File: src/rtl/mc_controller_v2_if.sv
// Memory request/ready handshake between the multi-cycle controller and the unified memory.
// The controller drives the request side (master); memory answers with MemReady (slave).
interface mc_controller_v2_if;
  logic MemReq;
  logic MemWrite;
  logic AdrSrc;
  logic MemReady;

  modport master (output MemReq, output MemWrite, output AdrSrc, input MemReady);
  modport slave  (input MemReq, input MemWrite, input AdrSrc, output MemReady);
endinterface

File: src/rtl/mc_controller_v2.sv
// Multi-cycle RV32I control unit with memory wait states, bus timeout and sticky halt.
// Define MC_PERF_CNT_EN to add the CycleCnt/InstretCnt performance counters.
module mc_controller_v2 #(
  parameter int MEM_TIMEOUT = 16,
  parameter int CNT_W       = 32
) (
  input  logic                    clk,
  input  logic                    rst,
  mc_controller_v2_if.master      mem,
  input  logic [6:0]              op,
  input  logic [2:0]              func3,
  input  logic [6:0]              func7,
  input  logic                    Zero,
  input  logic                    sign,
  input  logic                    Ltu,
  output logic                    IrWrite,
  output logic                    PcWrite,
  output logic                    RegWrite,
  output logic [1:0]              ALUSrcA,
  output logic [1:0]              ALUSrcB,
  output logic [1:0]              ResultSrc,
  output logic [3:0]              ALUControl,
  output logic [2:0]              ImmSrc,
  output logic                    Halted,
  output logic [1:0]              Cause
`ifdef MC_PERF_CNT_EN
  ,
  output logic [CNT_W-1:0]        CycleCnt,
  output logic [CNT_W-1:0]        InstretCnt
`endif
);

  localparam logic [4:0] S_FETCH  = 5'd0,  S_DECODE = 5'd1,  S_BRANCH = 5'd2,  S_LUI    = 5'd3;
  localparam logic [4:0] S_AUIPC  = 5'd4,  S_MEMADR = 5'd5,  S_MEMWR  = 5'd6,  S_MEMRD  = 5'd7;
  localparam logic [4:0] S_MEMWB  = 5'd8,  S_EXEC_R = 5'd9,  S_EXEC_I = 5'd10, S_ALUWB  = 5'd11;
  localparam logic [4:0] S_JAL    = 5'd12, S_JALR   = 5'd13, S_JUMP   = 5'd14, S_JUMPWB = 5'd15;
  localparam logic [4:0] S_HALT   = 5'd16;

  localparam logic [3:0] ALU_ADD = 4'b0000, ALU_SUB = 4'b0001, ALU_AND = 4'b0010, ALU_OR = 4'b0011;
  localparam logic [3:0] ALU_SLT = 4'b0100, ALU_XOR = 4'b0101, ALU_SLTU = 4'b0110;

  localparam int WAIT_W = (MEM_TIMEOUT < 1) ? 1 : $clog2(MEM_TIMEOUT + 1);
  localparam logic [WAIT_W-1:0] WAIT_LIMIT = WAIT_W'(MEM_TIMEOUT);

  if (MEM_TIMEOUT < 0) begin : g_bad_timeout
    $error("MEM_TIMEOUT must be non-negative");
  end
  if (CNT_W < 1) begin : g_bad_cnt_w
    $error("CNT_W must be positive");
  end

  logic [4:0]        state_reg, state_next;
  logic [1:0]        cause_reg, cause_next;
  logic [WAIT_W-1:0] wait_cnt_reg, wait_cnt_next;
  logic              timeout_hit;
  logic              in_req_state;

  // Counter sitting at the limit means the allowed wait cycles are spent; MemReady still wins.
  assign timeout_hit  = (MEM_TIMEOUT != 0) && (wait_cnt_reg == WAIT_LIMIT);
  assign in_req_state = (state_reg == S_FETCH) || (state_reg == S_MEMRD) || (state_reg == S_MEMWR);

  always_comb begin
    state_next   = state_reg;
    cause_next   = cause_reg;
    mem.MemReq   = 1'b0;
    mem.MemWrite = 1'b0;
    mem.AdrSrc   = 1'b0;
    IrWrite      = 1'b0;
    PcWrite      = 1'b0;
    RegWrite     = 1'b0;
    ALUSrcA      = 2'b00;
    ALUSrcB      = 2'b00;
    ResultSrc    = 2'b00;
    ALUControl   = ALU_ADD;
    ImmSrc       = 3'b000;
    case (state_reg)
      S_FETCH: begin
        mem.MemReq = 1'b1;
        ALUSrcB    = 2'b10;
        ResultSrc  = 2'b10;
        IrWrite    = mem.MemReady;
        PcWrite    = mem.MemReady;
        if (mem.MemReady) state_next = S_DECODE;
        else if (timeout_hit) begin
          state_next = S_HALT;
          cause_next = 2'b10;
        end
      end
      S_DECODE: begin
        ALUSrcA = 2'b01;
        ALUSrcB = 2'b01;
        ImmSrc  = 3'b010;
        case (op)
          7'b1100011: state_next = S_BRANCH;
          7'b0110111: state_next = S_LUI;
          7'b0010111: state_next = S_AUIPC;
          7'b0000011, 7'b0100011: state_next = (func3 == 3'b010) ? S_MEMADR : S_HALT;
          7'b0110011: state_next = S_EXEC_R;
          7'b0010011: state_next = S_EXEC_I;
          7'b1101111: state_next = S_JAL;
          7'b1100111: state_next = (func3 == 3'b000) ? S_JALR : S_HALT;
          default:    state_next = S_HALT;
        endcase
        if (state_next == S_HALT) cause_next = 2'b01;
      end
      S_BRANCH: begin
        ALUSrcA    = 2'b10;
        ALUControl = ALU_SUB;
        state_next = S_FETCH;
        case (func3)
          3'b000:  PcWrite = Zero;
          3'b001:  PcWrite = !Zero;
          3'b100:  PcWrite = sign;
          3'b101:  PcWrite = !sign;
          3'b110:  PcWrite = Ltu;
          3'b111:  PcWrite = !Ltu;
          default: begin
            state_next = S_HALT;
            cause_next = 2'b01;
          end
        endcase
      end
      S_LUI: begin
        ImmSrc     = 3'b011;
        ResultSrc  = 2'b11;
        RegWrite   = 1'b1;
        state_next = S_FETCH;
      end
      S_AUIPC: begin
        ALUSrcA    = 2'b01;
        ALUSrcB    = 2'b01;
        ImmSrc     = 3'b011;
        state_next = S_ALUWB;
      end
      S_MEMADR: begin
        ALUSrcA    = 2'b10;
        ALUSrcB    = 2'b01;
        ImmSrc     = op[5] ? 3'b001 : 3'b000;
        state_next = op[5] ? S_MEMWR : S_MEMRD;
      end
      S_MEMWR: begin
        mem.MemReq   = 1'b1;
        mem.MemWrite = 1'b1;
        mem.AdrSrc   = 1'b1;
        if (mem.MemReady) state_next = S_FETCH;
        else if (timeout_hit) begin
          state_next = S_HALT;
          cause_next = 2'b10;
        end
      end
      S_MEMRD: begin
        mem.MemReq = 1'b1;
        mem.AdrSrc = 1'b1;
        if (mem.MemReady) state_next = S_MEMWB;
        else if (timeout_hit) begin
          state_next = S_HALT;
          cause_next = 2'b10;
        end
      end
      S_MEMWB: begin
        ResultSrc  = 2'b01;
        RegWrite   = 1'b1;
        state_next = S_FETCH;
      end
      S_EXEC_R: begin
        ALUSrcA    = 2'b10;
        state_next = S_ALUWB;
        case ({func7, func3})
          10'b0000000_000: ALUControl = ALU_ADD;
          10'b0100000_000: ALUControl = ALU_SUB;
          10'b0000000_111: ALUControl = ALU_AND;
          10'b0000000_110: ALUControl = ALU_OR;
          10'b0000000_100: ALUControl = ALU_XOR;
          10'b0000000_010: ALUControl = ALU_SLT;
          10'b0000000_011: ALUControl = ALU_SLTU;
          default: begin
            state_next = S_HALT;
            cause_next = 2'b01;
          end
        endcase
      end
      S_EXEC_I: begin
        ALUSrcA    = 2'b10;
        ALUSrcB    = 2'b01;
        state_next = S_ALUWB;
        case (func3)
          3'b000:  ALUControl = ALU_ADD;
          3'b111:  ALUControl = ALU_AND;
          3'b110:  ALUControl = ALU_OR;
          3'b100:  ALUControl = ALU_XOR;
          3'b010:  ALUControl = ALU_SLT;
          3'b011:  ALUControl = ALU_SLTU;
          default: begin
            state_next = S_HALT;
            cause_next = 2'b01;
          end
        endcase
      end
      S_ALUWB, S_JUMPWB: begin
        RegWrite   = 1'b1;
        state_next = S_FETCH;
      end
      S_JAL: begin
        ALUSrcA    = 2'b01;
        ALUSrcB    = 2'b01;
        ImmSrc     = 3'b100;
        state_next = S_JUMP;
      end
      S_JALR: begin
        ALUSrcA    = 2'b10;
        ALUSrcB    = 2'b01;
        state_next = S_JUMP;
      end
      // ALUOut holds the target; meanwhile OldPC+4 is formed as the link value.
      S_JUMP: begin
        PcWrite    = 1'b1;
        ALUSrcA    = 2'b01;
        ALUSrcB    = 2'b10;
        state_next = S_JUMPWB;
      end
      default: state_next = S_HALT;
    endcase
  end

  always_comb begin
    wait_cnt_next = wait_cnt_reg;
    if (state_next != state_reg) wait_cnt_next = '0;
    else if (in_req_state && !mem.MemReady && (wait_cnt_reg != WAIT_LIMIT))
      wait_cnt_next = wait_cnt_reg + WAIT_W'(1);
  end

  always_ff @(posedge clk) begin
    if (rst) begin
      state_reg    <= S_FETCH;
      cause_reg    <= 2'b00;
      wait_cnt_reg <= '0;
    end else begin
      state_reg    <= state_next;
      cause_reg    <= cause_next;
      wait_cnt_reg <= wait_cnt_next;
    end
  end

  assign Halted = (state_reg == S_HALT);
  assign Cause  = cause_reg;

`ifdef MC_PERF_CNT_EN
  logic [CNT_W-1:0] cycle_cnt_reg, instret_cnt_reg;

  always_ff @(posedge clk) begin
    if (rst) begin
      cycle_cnt_reg   <= '0;
      instret_cnt_reg <= '0;
    end else begin
      if (state_reg != S_HALT) cycle_cnt_reg <= cycle_cnt_reg + CNT_W'(1);
      if ((state_next == S_FETCH) && (state_reg != S_FETCH))
        instret_cnt_reg <= instret_cnt_reg + CNT_W'(1);
    end
  end

  assign CycleCnt   = cycle_cnt_reg;
  assign InstretCnt = instret_cnt_reg;
`endif

endmodule

File: src/flat_wrapper.sv
// flat-port wrapper written by rule: the top's interface ports become plain ports
module mc_controller_v2_flat 
#(
  parameter int MEM_TIMEOUT = 16,
  parameter int CNT_W       = 32
)
  (clk, rst, op, func3, func7, Zero, sign, Ltu, IrWrite, PcWrite, RegWrite, ALUSrcA, ALUSrcB, ResultSrc, ALUControl, ImmSrc, Halted, Cause, mem_MemReq, mem_MemWrite, mem_AdrSrc, mem_MemReady);
  mc_controller_v2_if mem_i ();
  input  logic clk;
  input  logic rst;
  input  logic [6:0] op;
  input  logic [2:0] func3;
  input  logic [6:0] func7;
  input  logic Zero;
  input  logic sign;
  input  logic Ltu;
  output logic IrWrite;
  output logic PcWrite;
  output logic RegWrite;
  output logic [1:0] ALUSrcA;
  output logic [1:0] ALUSrcB;
  output logic [1:0] ResultSrc;
  output logic [3:0] ALUControl;
  output logic [2:0] ImmSrc;
  output logic Halted;
  output logic [1:0] Cause;
  output wire logic [$bits(mem_i.MemReq)-1:0] mem_MemReq;
  output wire logic [$bits(mem_i.MemWrite)-1:0] mem_MemWrite;
  output wire logic [$bits(mem_i.AdrSrc)-1:0] mem_AdrSrc;
  input wire logic [$bits(mem_i.MemReady)-1:0] mem_MemReady;
  assign mem_MemReq = mem_i.MemReq;
  assign mem_MemWrite = mem_i.MemWrite;
  assign mem_AdrSrc = mem_i.AdrSrc;
  assign mem_i.MemReady = mem_MemReady;
  mc_controller_v2 #(.MEM_TIMEOUT(MEM_TIMEOUT), .CNT_W(CNT_W)) u_core (.clk(clk), .rst(rst), .mem(mem_i), .op(op), .func3(func3), .func7(func7), .Zero(Zero), .sign(sign), .Ltu(Ltu), .IrWrite(IrWrite), .PcWrite(PcWrite), .RegWrite(RegWrite), .ALUSrcA(ALUSrcA), .ALUSrcB(ALUSrcB), .ResultSrc(ResultSrc), .ALUControl(ALUControl), .ImmSrc(ImmSrc), .Halted(Halted), .Cause(Cause));
endmodule
File: config.mk
export PLATFORM = sky130hd
export DESIGN_NAME = mc_controller_v2_flat
export DESIGN_NICKNAME = d
export VERILOG_FILES = /design/src/rtl/mc_controller_v2_if.sv /design/src/rtl/mc_controller_v2.sv /design/src/flat_wrapper.sv
export SDC_FILE = /design/constraint.sdc
export NUM_CORES = 1
export LEC_CHECK = 0
export BUFFER_PORTS_ARGS = -buffer_cell sky130_fd_sc_hd__buf_2
export CAP_MARGIN = 0
export CORE_MARGIN = 2
export CORE_UTILIZATION = 53
export DETAILED_ROUTE_END_ITERATION = 10
export GPL_ROUTABILITY_DRIVEN = 1
export GPL_TIMING_DRIVEN = 0
export HOLD_SLACK_MARGIN = 0.02
export PLACE_DENSITY = 0.87
export SYNTH_ARGS = -nofsm -noshare
export SYNTH_HDL_FRONTEND = slang
export SYNTH_SLANG_ARGS = --single-unit
File: constraint.sdc
create_clock -name clk -period 2.1 [get_ports clk]
set_input_delay 0.21 -clock clk [delete_from_list [all_inputs] [get_ports clk]]
set_output_delay 0.21 -clock clk [all_outputs]
set_load 0.01 [all_outputs]
* Word level (Yosys, flattened, before mapping) *
Index checks and enable logic that the tools add are counted.

word-level totals
  input port bits = 23
  bits in registers = 12
  output and inout port bits = 22
  word-level logic and storage cells = 114

operators by class
  multiplexer cells = 35
  reduce and logical (&&, ||, !) cells = 27
  equality and inequality tests = 48
  add/subtract/negate cells = 1

operators with widths
  cell                 number
  $pmux 5 s12          1
  $mux 5               10
  $eq 5x4->1 const B   8
  $pmux 5 s8           1
  $eq 10x3->1 const B  3
  $eq 7x6->1 const B   3
  $eq 7x7->1 const B   3
  $eq 10x2->1 const B  2
  $eq 5x3->1 const B   4
  $pmux 3 s6           1
  $reduce_or 6->1      3
  $eq 5x5->1 const B   3
  $pmux 3 s5           1
  $eq 7x5->1 const B   2
  $eq 3x3->1 const B   4
  $mux 2               6
  $pmux 3 s4           1
  $pmux 4 s3           1
  $reduce_or 2->1      6
  $eq 10x9->1 const B  1
  $eq 5x2->1 const B   2
  $logic_not 10->1     1
  $pmux 2 s5           1
  $ne 2x2->1 const B   4
  24 further kinds     39

* Longest topological paths before layout *
Gate-level depths: netlist (run 1).

  depth in word-level cells = 7
  depth in mapped cells = 8
  gate-level depth less buffers = 8

* Worst setup path after synthesis (run 1) *
No wires, ideal clock.

  kind = register to register
  from = register u_core.wait_cnt_reg[0]
  to = register u_core.wait_cnt_reg[0]
  setup time = 0.078 ns
  buffers on the path = 0
  data required time = 2.022 ns
  arrival time = 1.859 ns
  setup slack = 0.163 ns
  clock period less this slack = 1.937 ns
  stages on the path, launching flop included = 9
  cells stage by stage = dfxtp_1 inv_1 ha_1 and4bb_2 nor3b_1 o211a_2 nor4_1 o22ai_4 nor3_1

on the way
  longest elaborated chain between the ends = 6
  elaborated cells between the ends (all ways) = 11
  classes of those cells = 1 x add/sub; 3 x eq/ne; 5 x mux; 2 x reduce/logical

RTL lines
  element                           RTL line                                                                  source
  start, declared                   mc_controller_v2.sv:54                                                    logic [WAIT_W-1:0] wait_cnt_reg, wait_cnt_next;
  start signal, assigned            mc_controller_v2.sv:240                                                   wait_cnt_reg <= wait_cnt_next;
  $eq 5x5->1                        mc_controller_v2.sv:59                                                    assign timeout_hit = (MEM_TIMEOUT != 0) && (wait_cnt_reg == WAIT_LIMIT);
  $mux 5                            mc_controller_v2.sv:84, mc_controller_v2.sv:146, mc_controller_v2.sv:155
  $mux 5, on equally long branches  mc_controller_v2.sv:154, mc_controller_v2.sv:145, mc_controller_v2.sv:83
  $pmux 5 s12                       mc_controller_v2.sv:76                                                    case (state_reg)
  $ne 5x5->1                        mc_controller_v2.sv:227                                                   if (state_next != state_reg) wait_cnt_next = '0;
  $reduce_or 2->1 (no source line)  -

Parallel ways exist; a longest one is shown, timed or not.
A chain may end at the register's enable or synchronous reset.

* Worst setup path after layout (run 1) *
  from = register u_core.state_reg[3]
  to = output PcWrite

on the way
  longest elaborated chain between the ends = 2
  elaborated cells between the ends (all ways) = 4
  classes of those cells = 2 x eq/ne; 1 x mux; 1 x reduce/logical

RTL lines
  element                                   RTL line                 source
  start, declared                           mc_controller_v2.sv:52   logic [4:0] state_reg, state_next;
  start signal, assigned                    mc_controller_v2.sv:238  state_reg <= state_next;
  $eq 5x4->1, or another cell as far along  mc_controller_v2.sv:76
  $pmux 1 s3 *                              mc_controller_v2.sv:76
  end, declared                             flat_wrapper.sv:18       output logic PcWrite;

Mark *: on every way between the ends. The rest lies on a longest branch, timed or not.

==> results.md, run 1 <==
* Placer congestion estimate at 0.925
* H-tree Lvls at 1
* Power density cells at 403 nW/um^2
* Fin crit period at 2.06 ns
* Crit path max fanout at 10
* IO Count at 45
* Initial DRC Count at 218
* Flops & latches, synth at 12
* Tcrit/Tclk final at 0.983
* Num rows at 19
* TritonRoute pass-1 iters at 4
* Routed WL per cell at 16.4 um
* DR vias/cell at 6.29
* Layout Cells excl Fill at 290
* RR Startpoint: u_core.state_reg[4]$_SDFF_PP0_
* Max cap viols at 0
* Dominant cell type by area after synthesis: dfxtp_1
* RSZ-0062 raised after global routing: yes
* Core ar. at 2780 sq um
* Area contributors post-synth: dfxtp_1, nor2_1, nor3_1
* CTS tree: yes
* Count leader, synth: nor2_1
* # hold bufs at CTS at 0
* Final hold vios at 0
* Diodes inserted at 0
* Fmax at 484 MHz
* CP arrival at 1.85 ns
* Total grt overflow at 0
* Max-slew violation count at 0
* Number of synthesized flops with an enable pin at 0
* Max Root-Sink Buffers at 2
* WL final at 4760 um
* Buffers on Ports at 37
* Total Power at 0.000835 W
* Mapped Area at 1570 sq um
* Vias in the first global route at 1,647
* Relative slew slack at 0.599
* Crit end category: output pin
* Worst-Margin Slew at 0.594 ns
* Initial antenna violation count at 0
* Chip Height at 58.5 um
* Ys flop type: dfxtp_1
* Fin area at 2070 sq um
* Ys Warns at 0
* Average cell area after synthesis at 7.49 sq um
* End of the worst register-to-register path: u_core.wait_cnt_reg[0]$_SDFFE_PP0P_
* First-pass GRT wire length at 7230 um
* Via Count at 1,823
* Post-synth top cells: nor2_1, nor3_1, dfxtp_1, nand2_1, inv_1
* Antenna viol nets, final at 0
* Die Wd at 58.5 um
* Largest net degree at the start of global routing at 11
* Final setup fails at 0
* HP Class: in2reg
* Die area at 3420 sq um
* Flop2flop setup slack at 0.04 ns
* Status: finished, final reports clean
* Worst skew pair latency at 0.28 ns
* Clock buffer count from CTS at 3
* P_leak at 0.884 nW
* Synthesized instance count at 210
* R2R depth at 8
* Clk root buf: clkbuf_4
* GRT Resource Usage Total at 0.267
* Setup tns final at 0 ns
* Yosys top cell area share at 0.153
* Crit path to: PcWrite
* CTS sink count at 12
* DP Area at 1800 sq um
* Initial Util at 0.565
* Worst Setup SP: u_core.state_reg[3]$_SDFF_PP0_
* HPWL Detailed at 3170 um
* Layout area overhead at 31.6%
* Final routed DRC violation total at 0
* Worst-path clk slew at 0.08 ns
* Seq/Total Area, Yosys at 0.153
* Synth cell types at 67
* Worst IR Drop VDD at 432 uV
* Crit path kind: reg2out
* Layout cells sized above 1 at 0.413
* # placed instances at 278
* Syn Nets at 235
* Clock skew at 0.00684 ns
* Nets at 286
* CP Launch Type: register
* Asr flop ratio synth at 0
* CP required at 1.89 ns
-- final cells by class --
| type | count | area [sq um] |
|---|---|---|
| inverters | 10 | 37.5 |
| fillers | 207 | 712 |
| plain buffers | 17 | 108 |
| multi-input cells | 169 | 1330 |
| repair buffers | 48 | 280 |
| well taps | 31 | 38.8 |
| flip-flops and latches | 12 | 256 |
| clock buffers | 3 | 22.5 |
-- power by group --
part / switching, W / internal [W] / total, W
clock network: 0.0000793 / 0.0000667 / 0.000146
logic: 0.000241 / 0.000190 / 0.000431
registers: 0.0000186 / 0.000239 / 0.000258
total: 0.000338 / 0.000496 / 0.000835
-- metrics by stage --
stage / hold slack, ns / util / setup slack [ns]
finish: 0.201 / 0.744 / 0.0351
detailed placement: 0.461 / 0.646 / -0.0623
global placement: 0.456 / 0.646 / -0.0393
CTS: 0.205 / 0.686 / 0.00672
floorplan: 0.446 / - / 0.163
global route: 0.211 / 0.744 / -0.0436
-- cells in the final DEF, fill, tap and decap left out, types with 5 or more instances in the layout --
cell type	instances
a21oi_1	8
buf_2	44
buf_4	12
dfxtp_1	5
inv_1	10
nand2_1	12
nor2_1	21
nor3_1	12
o21ai_0	5
or3_1	6
xor2_1	5
-- worst min path at each step --
stage	start	endpoint	slack, ns	depth (start not counted)
after detailed placement	u_core.Cause[0]$_SDFFE_PP0P_	u_core.Cause[0]$_SDFFE_PP0P_	0.46	1
after floorplan	rst	u_core.state_reg[2]$_SDFF_PP0_	0.45	2
after global routing	rst	u_core.state_reg[2]$_SDFF_PP0_	0.21	2
final	rst	u_core.state_reg[2]$_SDFF_PP0_	0.20	2
after global placement	u_core.Cause[0]$_SDFFE_PP0P_	u_core.Cause[0]$_SDFFE_PP0P_	0.46	1
after CTS	rst	u_core.state_reg[0]$_SDFF_PP0_	0.21	2
-- what timing repair did --
| item | 4_1_cts | 5_1_grt |
|---|---|---|
| endpoints found under the setup margin | 8 | 13 |
| gates resized for setup | 15 | 33 |
| setup buffers | 5 | 6 |
| pin swaps | 4 | 11 |
-- logic make-up after synthesis --
family                   Yosys count  synth area share
flip-flops                        12             0.153
XOR/XNOR                           7            0.0390
other                              1           0.00238
adder cells (fa/ha/maj)            2            0.0159
AO/OA/AOI/OAI                     56             0.297
buffers and inverters             29            0.0907
AND/OR/NAND/NOR                  100             0.383
multiplexers                       3            0.0199
-- layer usage --
metal / track usage / vias up / part of all wire
li1: - / 874 / -
met1: 0.336 / 851 / 0.38
met2: 0.459 / 86 / 0.52
met3: 0.0484 / 12 / 0.085
met4: 0.0864 / 0 / 0.019
met5: 0 / - / 0
-- critical path, cell delays in order, from the launching register on --
cell	delay [ns]
dfxtp_2	0.33
buf_6	0.14
or4b_1	0.52
a211o_1	0.35
o21ai_0	0.09
buf_2	0.15
Power figures use the tool's default switching activity.
==> run 2, diff against run 1 <==
==> constraint.sdc (replaced) <==
create_clock -name clk -period 2.1 [get_ports clk]
set_input_delay 0.42 -clock clk [delete_from_list [all_inputs] [get_ports clk]]
set_output_delay 0.42 -clock clk [all_outputs]
set_load 0.01 [all_outputs]
==> run 2 against run 1 <==
Net effect: the run now ends with setup timing left; final cell count rose by 0.34%; first-iteration DRC count shrank 7.8%; critical path type unchanged; largest cell class unchanged; critical path depth is 2 higher.
==> results.md, run 2 (same netlist as run 1, synthesis figures left out) <==
* Max Root-Sink Buffers at 2 (unchanged)
* Max cap viols at 0 (unchanged)
* Placer congestion estimate at 0.925 (unchanged)
* Layout area overhead at 29.4% (was 31.6%)
* Crit end category: output pin (unchanged)
* Final routed DRC violation total at 0 (unchanged)
* DR vias/cell at 6.26 (was 6.29)
* Final setup fails at 9 (was 0)
* Critical path's largest stage delay at 0.37 ns (was 0.52 ns)
* R2R depth at 8 (unchanged)
* CP arrival at 1.79 ns (was 1.85 ns)
* Initial DRC Count at 201 (was 218)
* Worst skew pair latency at 0.28 ns (about the same)
* Worst IR Drop VDD at 547 uV (was 432 uV)
* Core ar. at 2780 sq um (unchanged)
* Clock skew at 0.00220 ns (was 0.00684 ns)
* Die area at 3420 sq um (unchanged)
* Total grt overflow at 0 (unchanged)
* H-tree Lvls at 1 (unchanged)
* Fin area at 2030 sq um (was 2070 sq um)
* Place WS at -0.272 ns (was -0.0623 ns)
* Fillers at 196 (was 207)
* RSZ-0062 raised after global routing: yes (unchanged)
* Max-slew violation count at 0 (unchanged)
* Via Count at 1,822 (was 1,823)
* Nets at 287 (was 286)
* Layout cells sized above 1 at 0.423 (was 0.413)
* Switching power total at 0.000331 W (was 0.000338 W)
* Largest net degree at the start of global routing at 11 (unchanged)
* PnR worst setup slack at -0.110 ns (was 0.0351 ns)
* TritonRoute pass-1 iters at 4 (unchanged)
* Footprint of the multi-input gates at 1300 sq um (was 1330 sq um)
* Buffers on Ports at 37 (unchanged)
* Flop2flop setup slack at -0.02 ns (was 0.04 ns)
* Clock Power Share at 0.174 (was 0.175)
* Hold_sp: rst (unchanged)
* P_leak at 0.882 nW (was 0.884 nW)
* Routed WL per cell at 16.0 um (was 16.4 um)
* Commonest cells after routing, fill and taps aside: buf_2, nor2_1, buf_4 (was buf_2, nor2_1, nand2_1, buf_4, nor3_1)
* CTS tree: yes (unchanged)
* Diodes inserted at 0 (unchanged)
* Flop pwr share at 0.311 (was 0.309)
* Tcrit/Tclk final at 1.05 (was 0.983)
* Total Power at 0.000825 W (was 0.000835 W)
* CP Launch Type: register (unchanged)
* Clock buffer count from CTS at 3 (unchanged)
* Crit path max fanout at 4 (was 10)
* Register area at 256 sq um (unchanged)
* Clk root buf: clkbuf_4 (unchanged)
* First-pass GRT wire length at 7280 um (was 7230 um)
* HPWL Detailed at 3170 um (unchanged)
* Hold Crit Depth at 2 (unchanged)
* Initial antenna violation count at 0 (unchanged)
* Sw Share at 0.400 (was 0.405)
* Slowest cell on crit path: dfxtp_2 (was or4b_1)
* DP Area at 1800 sq um (unchanged)
* # placed instances at 278 (unchanged)
* Antenna viol nets, final at 0 (unchanged)
* HP Class: in2reg (unchanged)
* WL final at 4660 um (was 4760 um)
* Num rows at 19 (unchanged)
* Hold EP: u_core.state_reg[2]$_SDFF_PP0_ (unchanged)
* Status: complete, but fails checks (was finished, final reports clean)
* Crit path kind: reg2out (unchanged)
* Vias in the first global route at 1,648 (was 1,647)
* Worst-path clk slew at 0.07 ns (was 0.08 ns)
* CTS sink count at 12 (unchanged)
* CP required at 1.68 ns (was 1.89 ns)
* Die Wd at 58.5 um (unchanged)
* Fin crit period at 2.21 ns (was 2.06 ns)
* Most common cell after layout, fill and taps aside: buf_2 (unchanged)
* Relative slew slack at 0.602 (was 0.599)
* End of the worst register-to-register path: u_core.wait_cnt_reg[3]$_SDFFE_PP0P_ (was u_core.wait_cnt_reg[0]$_SDFFE_PP0P_)
* Chip Height at 58.5 um (unchanged)
* Fmax at 453 MHz (was 484 MHz)
* Crit path cell chain: buf_6 -> nand2b_4 -> nor4b_4 -> a32o_2 -> a32oi_1 -> o21ai_1 -> buf_2 (was buf_6 -> or4b_1 -> a211o_1 -> o21ai_0 -> buf_2)
* IO Count at 45 (unchanged)
* Worst-Margin Slew at 0.590 ns (was 0.594 ns)
* P_int at 0.000495 W (was 0.000496 W)
* RR Startpoint: u_core.state_reg[3]$_SDFF_PP0_ (was u_core.state_reg[4]$_SDFF_PP0_)
* Layout Cells excl Fill at 291 (was 290)
* Initial Util at 0.565 (unchanged)
* Power density cells at 406 nW/um^2 (was 403 nW/um^2)
* GRT Resource Usage Total at 0.266 (was 0.267)
* Final hold vios at 0 (unchanged)
* Failing checks: setup timing
* Combinational Power Share at 0.515 (was 0.516)
## run 2: changes by cell type in the layout (fill, tap and decap cells not counted), moves of 2 or more
cell,delta
buf_4,+3
buf_6,-2
nor4_2,+2
a211oi_1,+2
## run 2: power groups by stage
stage | Clock [W] | Combinational [W] | Sequential, W
2_1_floorplan | 0 | 0.000254 | 0.000257
3_3_place_gp | 0 | 0.000351 | 0.000258
3_5_place_dp | 0 | 0.000354 | 0.000258
4_1_cts | 0.000145 | 0.000385 | 0.000255
5_1_grt | 0.000156 | 0.000464 | 0.000259
6_report | 0.000143 | 0.000425 | 0.000257
## run 2: layout make-up
type / count / share of cell area
multi-input combinational: 169 / 0.641
buffer: 16 / 0.0467
clock buffer: 3 / 0.0111
timing repair buffer: 50 / 0.138
inverter: 10 / 0.0185
tap: 31 / 0.0191
sequential: 12 / 0.126
## run 2: worst max-delay path: cells and delay by family (launching register included)
| kind | cells | cell delay (ns) |
|---|---|---|
| AOI/OAI and AO/OA | 3 | 0.47 |
| and+or+nand+nor | 2 | 0.41 |
| DFF | 1 | 0.37 |
| buffers and inverters | 2 | 0.28 |
## run 2: what timing repair did
item                       in CTS  in global routing
buffers inserted                7                  6
hold buffers                    0                  0
pin swaps                       7                 14
resized for setup              21                 24
setup endpoints to repair      12                 15
gates cloned                    1                  0
## run 2: how the worst max path moves through the flow
stage	from	end	slack [ns]	cells after the start
5_1_grt	u_core.state_reg[3]$_SDFF_PP0_	ALUControl[0]	-0.16	7
6_report	u_core.state_reg[3]$_SDFF_PP0_	ALUControl[0]	-0.11	7
3_3_place_gp	func3[2]	u_core.wait_cnt_reg[0]$_SDFFE_PP0P_	-0.25	8
4_1_cts	u_core.state_reg[1]$_SDFF_PP0_	ALUControl[1]	-0.14	7
2_1_floorplan	func7[2]	ALUControl[0]	0.07	5
3_5_place_dp	func3[2]	u_core.wait_cnt_reg[4]$_SDFFE_PP0P_	-0.27	8
## run 2: routing by layer
layer,GRT usage,wire [um]
met1,0.340,1810
met2,0.461,2400
met3,0.0484,412
met4,0.0664,34
met5,0,0
## run 2: metrics by stage
step	setup TNS [ns]	hold WS (ns)	util
2_1_floorplan	0	0.503	-
3_3_place_gp	-2.06	0.456	0.646
3_5_place_dp	-2.22	0.461	0.646
4_1_cts	-0.467	0.415	0.696
5_1_grt	-1.06	0.419	0.731
6_report	-0.439	0.416	0.731
==> run 3, diff against run 2 <==
--- a/config.mk
+++ b/config.mk
@@ -9,6 +9,7 @@
 export CAP_MARGIN = 0
 export CORE_MARGIN = 2
 export CORE_UTILIZATION = 53
+export CTS_BUF_LIST = sky130_fd_sc_hd__clkbuf_16
 export DETAILED_ROUTE_END_ITERATION = 10
 export GPL_ROUTABILITY_DRIVEN = 1
 export GPL_TIMING_DRIVEN = 0
==> run 3 against run 2 <==
Net effect: the flow still finishes with violations (setup timing); hold slack improved by 0.052 ns; power rose by 26%; via count rose by 1.5%; die area did not move; sequential power barely moved; sequential cell count did not move; clock skew barely moved; critical path depth fell by 2; combinational power rose by 1%; clock power rose by 150%; maximum frequency rose by 2.6%; largest cell class unchanged; highest routed layer unchanged.
==> results.md, run 3 (same netlist as run 1, synthesis figures left out) <==
* P_leak at 0.932 nW (was 0.882 nW)
* Chip Height at 58.5 um (unchanged)
* Core ar. at 2780 sq um (unchanged)
* Status: complete, but fails checks (unchanged)
* DP Area at 1800 sq um (unchanged)
* First-pass GRT wire length at 7470 um (was 7280 um)
* IO Count at 45 (unchanged)
* Failing checks: setup timing (unchanged)
* RSZ-0062 raised after global routing: yes (unchanged)
* Relative slew slack at 0.609 (was 0.602)
* WL final at 5000 um (was 4660 um)
* Max-slew violation count at 0 (unchanged)
* Max Root-Sink Buffers at 2 (unchanged)
* DR vias/cell at 6.27 (was 6.26)
* CP required at 1.68 ns (about the same)
* H-tree Lvls at 1 (unchanged)
* Crit path to: PcWrite (was ALUControl[0])
* Final routed DRC violation total at 0 (unchanged)
* Total grt overflow at 0 (unchanged)
* Layout cells sized above 1 at 0.439 (was 0.423)
* RR Startpoint: u_core.wait_cnt_reg[0]$_SDFFE_PP0P_ (was u_core.state_reg[3]$_SDFF_PP0_)
* GRT Resource Usage Total at 0.276 (was 0.266)
* Fin crit period at 2.15 ns (was 2.21 ns)
* Worst skew pair latency at 0.24 ns (was 0.28 ns)
* Initial antenna violation count at 0 (unchanged)
* Clock buffer count from CTS at 3 (unchanged)
* Hold_sp: u_core.Cause[0]$_SDFFE_PP0P_ (was rst)
* Crit end category: output pin (unchanged)
* Flop2flop setup slack at 0.03 ns (was -0.02 ns)
* PnR worst setup slack at -0.0540 ns (was -0.110 ns)
* CTS sink count at 12 (unchanged)
* Power density cells at 478 nW/um^2 (was 406 nW/um^2)
* CP arrival at 1.73 ns (was 1.79 ns)
* Worst Path Buf+Inv at 2 (unchanged)
* Worst IR Drop VDD at 799 uV (was 547 uV)
* Largest delay contributor family on the critical path: simple AND/OR/NAND/NOR gates (was compound AO/OA/AOI/OAI gates)
* R2R depth at 9 (was 8)
* # hold bufs at CTS at 0 (unchanged)
* Max cap viols at 0 (unchanged)
* HP Class: reg2reg (was in2reg)
* Layout area overhead at 38.1% (was 29.4%)
* Final setup fails at 4 (was 9)
* Slowest cell on crit path: or4b_1 (was dfxtp_2)
* End of the worst register-to-register path: u_core.wait_cnt_reg[4]$_SDFFE_PP0P_ (was u_core.wait_cnt_reg[3]$_SDFFE_PP0P_)
* TritonRoute pass-1 iters at 4 (unchanged)
* HPWL Detailed at 3170 um (unchanged)
* Most common cell after layout, fill and taps aside: buf_2 (unchanged)
* Antenna viol nets, final at 0 (unchanged)
* Die area at 3420 sq um (unchanged)
* Critical path's largest stage delay at 0.47 ns (was 0.37 ns)
* Commonest cells after routing, fill and taps aside: buf_2, nor2_1, buf_4 (unchanged)
* Crit path cell chain: buf_6 -> or4b_1 -> a211o_1 -> o21ai_1 -> buf_2 (was buf_6 -> nand2b_4 -> nor4b_4 -> a32o_2 -> a32oi_1 -> o21ai_1 -> buf_2)
* Nets at 291 (was 287)
* Vias in the first global route at 1,688 (was 1,648)
* Num rows at 19 (unchanged)
* Routed WL per cell at 16.9 um (was 16.0 um)
* CTS tree: yes (unchanged)
* Worst-Margin Slew at 0.579 ns (was 0.590 ns)
* Final hold vios at 0 (unchanged)
* CP Launch Type: register (unchanged)
* Fillers at 197 (was 196)
* Diodes inserted at 0 (unchanged)
* Tcrit/Tclk final at 1.03 (was 1.05)
* Die Wd at 58.5 um (unchanged)
* Setup tns final at -0.114 ns (was -0.439 ns)
* Largest net degree at the start of global routing at 11 (unchanged)
* Fmax at 464 MHz (was 453 MHz)
* Via Count at 1,849 (was 1,822)
* Worst path depth at 5 (was 7)
* Layout Cells excl Fill at 295 (was 291)
* Initial Util at 0.565 (unchanged)
* Buffers on Ports at 37 (unchanged)
* Total Power at 0.00104 W (was 0.000825 W)
* Worst-path clk slew at 0.04 ns (was 0.07 ns)
* Clock skew at 0.00231 ns (was 0.00220 ns)
* # placed instances at 278 (unchanged)
* Placer congestion estimate at 0.925 (unchanged)
* Worst Setup SP: u_core.state_reg[3]$_SDFF_PP0_ (unchanged)
* Initial DRC Count at 135 (was 201)
* Crit path max fanout at 7 (was 4)
* Clk root buf: clkbuf_16 (was clkbuf_4)
* Crit path kind: reg2out (unchanged)
* Final hold slack at 0.467 ns (was 0.416 ns)
* Fin area at 2170 sq um (was 2030 sq um)
## run 3: worst register-to-register path: cells and delay by family, from the launching register on
kind	cells	cell delay, ns
DFF	1	0.34
adders and majority gates	1	0.15
buffers and inverters	2	0.18
and+or+nand+nor	3	0.42
AOI/OAI and AO/OA	3	0.85
## run 3: layout make-up
cell class	instances	area [sq um]	share of cell area
buffer	16	96.3	0.0444
clock buffer	3	75.1	0.0346
inverter	10	37.5	0.0173
multi-input combinational	169	1350	0.621
sequential	12	258	0.119
tap	31	38.8	0.0179
timing repair buffer	54	318	0.146
## run 3: metal layers
layer,global-route usage,part of all wire,up-vias
li1,-,-,886
met1,0.345,0.39,855
met2,0.490,0.50,88
met3,0.0484,0.073,20
met4,0.0664,0.036,0
met5,0,0,-
## run 3: worst min path at each step
stage	end	slack, ns	cells past startpoint
floorplan	u_core.Cause[1]$_SDFFE_PP0P_	0.50	2
global placement	u_core.Cause[0]$_SDFFE_PP0P_	0.46	1
detailed placement	u_core.Cause[0]$_SDFFE_PP0P_	0.46	1
CTS	u_core.state_reg[2]$_SDFF_PP0_	0.45	2
global route	u_core.Cause[0]$_SDFFE_PP0P_	0.50	1
finish	u_core.Cause[0]$_SDFFE_PP0P_	0.47	1
## run 3: what timing repair did
action / 4_1_cts / 5_1_grt
resized for setup: 22 / 32
setup endpoints to repair: 12 / 12
setup buffers: 6 / 11
pin swaps: 7 / 21
## run 3: through the flow
stage,setup slack [ns],utilization
after detailed placement,-0.272,0.646
final,-0.0540,0.781
after CTS,-0.0937,0.707
after floorplan,0.0669,-
after global placement,-0.249,0.646
after global routing,-0.104,0.781
## run 3: power by group
group	total, W	switching [W]	internal (W)
clock network	0.000351	0.000102	0.000248
registers	0.000257	0.0000171	0.000240
logic	0.000431	0.000244	0.000187
